[config.mk]
export PLATFORM = sky130hd
export DESIGN_NAME = pkt_buffer_rd_sequencer
export DESIGN_NICKNAME = d
export VERILOG_FILES = /design/src/rtl/pifo_sched_pkg.sv /design/src/rtl/pkt_buffer_rd_sequencer.sv
export SDC_FILE = /design/constraint.sdc
export NUM_CORES = 1
export LEC_CHECK = 0
export BUFFER_PORTS_ARGS = -buffer_cell sky130_fd_sc_hd__buf_4
export CORE_AREA = 10 10 356 358
export CTS_BUF_LIST = sky130_fd_sc_hd__clkbuf_4 sky130_fd_sc_hd__clkbuf_8
export DETAILED_ROUTE_END_ITERATION = 10
export DIE_AREA = 0 0 366 368
export GPL_TIMING_DRIVEN = 0
export PLACE_DENSITY_LB_ADDON = 0.15
export SLEW_MARGIN = 20
export SYNTH_ARGS = -nofsm -noshare
export SYNTH_HDL_FRONTEND = slang
export SYNTH_SLANG_ARGS = --single-unit
[constraint.sdc]
create_clock -name clk -period 1.9 [get_ports clk]
set_input_delay 0.19 -clock clk [delete_from_list [all_inputs] [get_ports clk]]
set_output_delay 0.19 -clock clk [all_outputs]
set_load 0.005 [all_outputs]
[src/rtl/pifo_sched_pkg.sv]
// Shared definitions for the PIFO scheduler dequeue path: FSM encodings and default widths.
package pifo_sched_pkg;

    typedef enum logic [1:0] {
        ST_IDLE   = 2'd0,
        ST_LOAD   = 2'd1,
        ST_STREAM = 2'd2
    } rd_state_t;

    localparam int DEF_ADDR_WIDTH    = 12;
    localparam int DEF_DATA_WIDTH    = 256;
    localparam int DEF_TUSER_WIDTH   = 128;
    localparam int DEF_MAX_PKT_WORDS = 64;
    localparam int DEF_STAT_WIDTH    = 32;
    localparam int WCNT_WIDTH        = 16;

endpackage

[src/rtl/pkt_buffer_rd_sequencer.sv]
// Dequeue controller: takes one SOP address per packet, loads the buffer tail, then
// streams buffer words out as an AXI4-Stream master with full backpressure.
module pkt_buffer_rd_sequencer
    import pifo_sched_pkg::*;
#(
    parameter int ADDR_WIDTH           = DEF_ADDR_WIDTH,
    parameter int C_M_AXIS_DATA_WIDTH  = DEF_DATA_WIDTH,
    parameter int C_M_AXIS_TUSER_WIDTH = DEF_TUSER_WIDTH,
    parameter int MAX_PKT_WORDS        = DEF_MAX_PKT_WORDS,
    parameter int STAT_WIDTH           = DEF_STAT_WIDTH
) (
    input  logic                              clk,
    input  logic                              rst,
    input  logic                              pause,

    input  logic [ADDR_WIDTH-1:0]             s_axis_sop_addr,
    input  logic                              s_axis_sop_valid,
    output logic                              s_axis_sop_ready,

    output logic                              m_axis_rd_first_word_en,
    output logic [ADDR_WIDTH-1:0]             m_axis_rd_pkt_sop_addr,
    output logic                              m_axis_rd_en,

    input  logic [C_M_AXIS_DATA_WIDTH-1:0]    s_axis_buf_tdata,
    input  logic [C_M_AXIS_DATA_WIDTH/8-1:0]  s_axis_buf_tkeep,
    input  logic                              s_axis_buf_tlast,
    input  logic [C_M_AXIS_TUSER_WIDTH-1:0]   s_axis_buf_tuser,
    input  logic                              s_axis_buf_is_empty,

    output logic [C_M_AXIS_DATA_WIDTH-1:0]    m_axis_tdata,
    output logic [C_M_AXIS_DATA_WIDTH/8-1:0]  m_axis_tkeep,
    output logic [C_M_AXIS_TUSER_WIDTH-1:0]   m_axis_tuser,
    output logic                              m_axis_tlast,
    output logic                              m_axis_tvalid,
    input  logic                              m_axis_tready,

    output logic [STAT_WIDTH-1:0]             stat_pkt_count,
    output logic [STAT_WIDTH-1:0]             stat_word_count,
    output logic                              err_overlength
);

    localparam logic [WCNT_WIDTH-1:0] LAST_IDX = WCNT_WIDTH'(MAX_PKT_WORDS - 1);

    rd_state_t               state, state_nxt;
    logic [ADDR_WIDTH-1:0]   sop_addr_q;
    logic [WCNT_WIDTH-1:0]   word_cnt;
    logic [STAT_WIDTH-1:0]   pkt_cnt_q, wrd_cnt_q;
    logic                    err_q;

    logic tvalid, beat, force_last, last, last_beat, sop_ready, accept;

    always_comb begin
        tvalid     = (state == ST_STREAM) && !s_axis_buf_is_empty;
        beat       = tvalid && m_axis_tready;
        // Beat number MAX_PKT_WORDS is the current word when word_cnt == MAX_PKT_WORDS-1.
        force_last = (word_cnt == LAST_IDX);
        last       = s_axis_buf_tlast || force_last;
        last_beat  = beat && last;
        // Ready is also offered on the last beat so back-to-back packets lose only the LOAD cycle.
        sop_ready  = !rst && !pause && ((state == ST_IDLE) || last_beat);
        accept     = sop_ready && s_axis_sop_valid;

        state_nxt = state;
        case (state)
            ST_IDLE:   if (accept) state_nxt = ST_LOAD;
            ST_LOAD:   state_nxt = ST_STREAM;
            ST_STREAM: if (last_beat) state_nxt = accept ? ST_LOAD : ST_IDLE;
            default:   state_nxt = ST_IDLE;
        endcase
    end

    // Data outputs are gated by tvalid so an idle or reset sequencer drives zeros.
    always_comb begin
        s_axis_sop_ready        = sop_ready;
        m_axis_rd_first_word_en = (state == ST_LOAD);
        m_axis_rd_pkt_sop_addr  = sop_addr_q;
        m_axis_rd_en            = beat;
        m_axis_tvalid           = tvalid;
        m_axis_tdata            = tvalid ? s_axis_buf_tdata : '0;
        m_axis_tkeep            = tvalid ? s_axis_buf_tkeep : '0;
        m_axis_tuser            = tvalid ? s_axis_buf_tuser : '0;
        m_axis_tlast            = tvalid && last;
        stat_pkt_count          = pkt_cnt_q;
        stat_word_count         = wrd_cnt_q;
        err_overlength          = err_q;
    end

    always_ff @(posedge clk) begin
        if (rst) begin
            state      <= ST_IDLE;
            sop_addr_q <= '0;
            word_cnt   <= '0;
            pkt_cnt_q  <= '0;
            wrd_cnt_q  <= '0;
            err_q      <= 1'b0;
        end else begin
            state <= state_nxt;
            if (accept)
                sop_addr_q <= s_axis_sop_addr;
            if (beat) begin
                wrd_cnt_q <= wrd_cnt_q + STAT_WIDTH'(1);
                word_cnt  <= last ? '0 : word_cnt + WCNT_WIDTH'(1);
            end
            if (last_beat)
                pkt_cnt_q <= pkt_cnt_q + STAT_WIDTH'(1);
            if (beat && force_last && !s_axis_buf_tlast)
                err_q <= 1'b1;
        end
    end

endmodule

==> metrics.yaml <==
place_congestion: 0.996
timing.final.crit_period_ns: 2.28
antenna_found_initial: 90
layout.cells.most_common_list: "buf_4, buf_6, and2_4"
gr-max-usage-layer: "met2"
synthesis.nets: 1435
drive_gt1_share_pct: 73.1
fp.dieH_um: 368
drt-initial-drc-count: 706
setup-violations-final: 482
dpl.hpwl_um: 134000
die-area_um2: 135000
grt_pass1_vias: 11800
ys_ff_latch: 95
violations: "setup timing"
yosysSeqAreaShare_pct: 26.4
min-delay-path-class: "in -> reg"
syn_area_per_cell_um2: 7.22
grt_max_degree: 19
nets: 2489
max_freq_mhz: 438
worstMarginPinSlew_ns: 0.792
use_met2_pct: 35.6
place_ws_ns: -1.85
ys_warn_count: 0
fp.dieW_um: 366
hold_slack_ns: 0.0449
fin_skew_ns: 0.0234
vias_per_cell: 3.30
grtUsageMet1_pct: 23.7
routed_wl_um: 149000
grt_overflow: 0
layout_commonest_cell: "buf_4"
synthCells: 997
multiInputGateArea_um2: 6100
rsz0062_at_grt: "yes"
status: "complete, but fails checks"
area_growth_pct: 195
cts_max_level: 3
critPathCaptureType: "output port"
powerDensity_nw_per_um2: 266
synth_top_area_cell: "and2_1"
wl_per_cell_um: 40.4
crit_arrival_ns: 2.09
grt_util_all_layers_pct: 20.4
final_core_util_pct: 17.8
synth_area_leaders: "and2_1, dfxtp_1, nor2_1"
maxCapViolations: 0
gr-usage-met3_pct: 8.80
synthesis.area_um2: 7200
cp.required_ns: 1.71
core-area_um2: 119000
leakage_nw: 9.56
cts_sinks: 95
pin_count: 933
period_share_pct: 120
regArea_um2: 1960
cts_buffers: 9
drcViolationCount: 0
initial_core_util_pct: 6.03
cp_max_fo: 7
grt_pass1_wl_um: 172000
finalHoldViolations: 0
num_vias: 12200
synth_top_flop_cell: "dfxtp_1"
max_slew_margin_pct: 47.2
row_count: 127
crit_type: "reg -> out"
async_reset_ff_share_pct: 0
place_inst: 3541
path_clk_slew_ns: 0.10
slew_viol_final: 0
synth-edff-count: 0
clk_latency_ns: 0.44
setup_slack_ns: -0.382
n_fill_cell: 13500
ant_nets: 0
drt-pass1-iter-count: 5
ir_worst_vdd_v: 0.000280
stdcell_count: 3685
ys_types: 38
start_kind: "register"
port_buffers: 932
clk_path_buf_depth: 2
root_buffer: "clkbuf_8"
cts_tree: "done"
netlist.area_leader.share_pct: 36.7
critical path: stages, from the launching register on:
cell and delay, ns:
dfxtp_2 0.35, nand2b_4 0.15, nor2_4 0.10, buf_12 0.14, clkbuf_16 0.15, clkbuf_16 0.18
clkbuf_16 0.15, and2_4 0.23, buf_6 0.17
registers in the layout, summed over array words and instances (netlist names):
register,count
stat_word_count,32
stat_pkt_count,32
word_cnt,16
m_axis_rd_pkt_sop_addr,12
state,2
err_overlength,1
cells by family after synthesis:
family,count (synthesis),synth area share [%]
AND/OR/NAND/NOR,688,56.2
flip-flops,95,26.4
buffers and inverters,81,4.43
AO/OA/AOI/OAI,77,6.03
XOR/XNOR,53,6.45
adder cells (fa/ha/maj),3,0.521
cells in the mapped netlist (15+ instances only):
cell type / n
nand3_1: 35
nand4_1: 27
clkbuf_1: 71
and2_1: 422
xnor2_1: 32
xor2_1: 21
nor3_1: 15
a21oi_1: 37
o21ai_0: 25
nor2_1: 77
dfxtp_1: 95
nand2_1: 41
path summary, 6_finish.rpt:
check	start	end	slack [ns]	cells after the start
setup / recovery	state[0]	m_axis_tuser[81]	-0.38	8
hold / removal	s_axis_sop_addr[1]	m_axis_rd_pkt_sop_addr[1]	0.04	3
setup reg to reg	word_cnt[0]	stat_pkt_count[28]	-0.31	9
hold reg to reg	m_axis_rd_pkt_sop_addr[11]	m_axis_rd_pkt_sop_addr[11]	0.48	2
what timing repair did:
action                                  in CTS  in global routing
pin swaps                                   64                173
gates resized for setup                    370                729
setup buffers                               10                 62
endpoints found under the setup margin     498                493
gates cloned                                 4                 38
hold buffers                                 0                  0
per-stage QoR:
step	setup TNS [ns]	instance area, um^2	total power, mW
global placement	-651.15	16300	3.77
detailed placement	-511.71	16300	3.76
finish	-114.53	21200	5.66
floorplan	-0.0480	7250	2.30
CTS	-167.50	17700	5.37
global route	-155.21	21200	5.92
per-layer routing:
| metal | wire length [um] | vias up | share of wire [%] |
|---|---|---|---|
| met3 | 15000 | 159 | 10 |
| met2 | 72800 | 666 | 49 |
| li1 | - | 5401 | - |
| met1 | 59000 | 5916 | 40 |
| met4 | 1840 | 14 | 1.2 |
| met5 | 104 | - | 0.070 |
power by group:
| group | switching, mW | internal, mW |
|---|---|---|
| registers | 0.0424 | 1.99 |
| logic | 0.958 | 1.25 |
| clock network | 0.912 | 0.505 |
layout make-up:
type                    instances  area share [%]
clock inverters                 7           0.283
well taps                    1612            9.50
flip-flops and latches         95            9.23
multi-input cells             821            28.7
inverters                       5           0.100
clock buffers                   9           0.583
plain buffers                  74            5.03
diodes                         17           0.200
repair buffers               1045            46.4
Note: power is estimated with default switching activity, not from simulation.
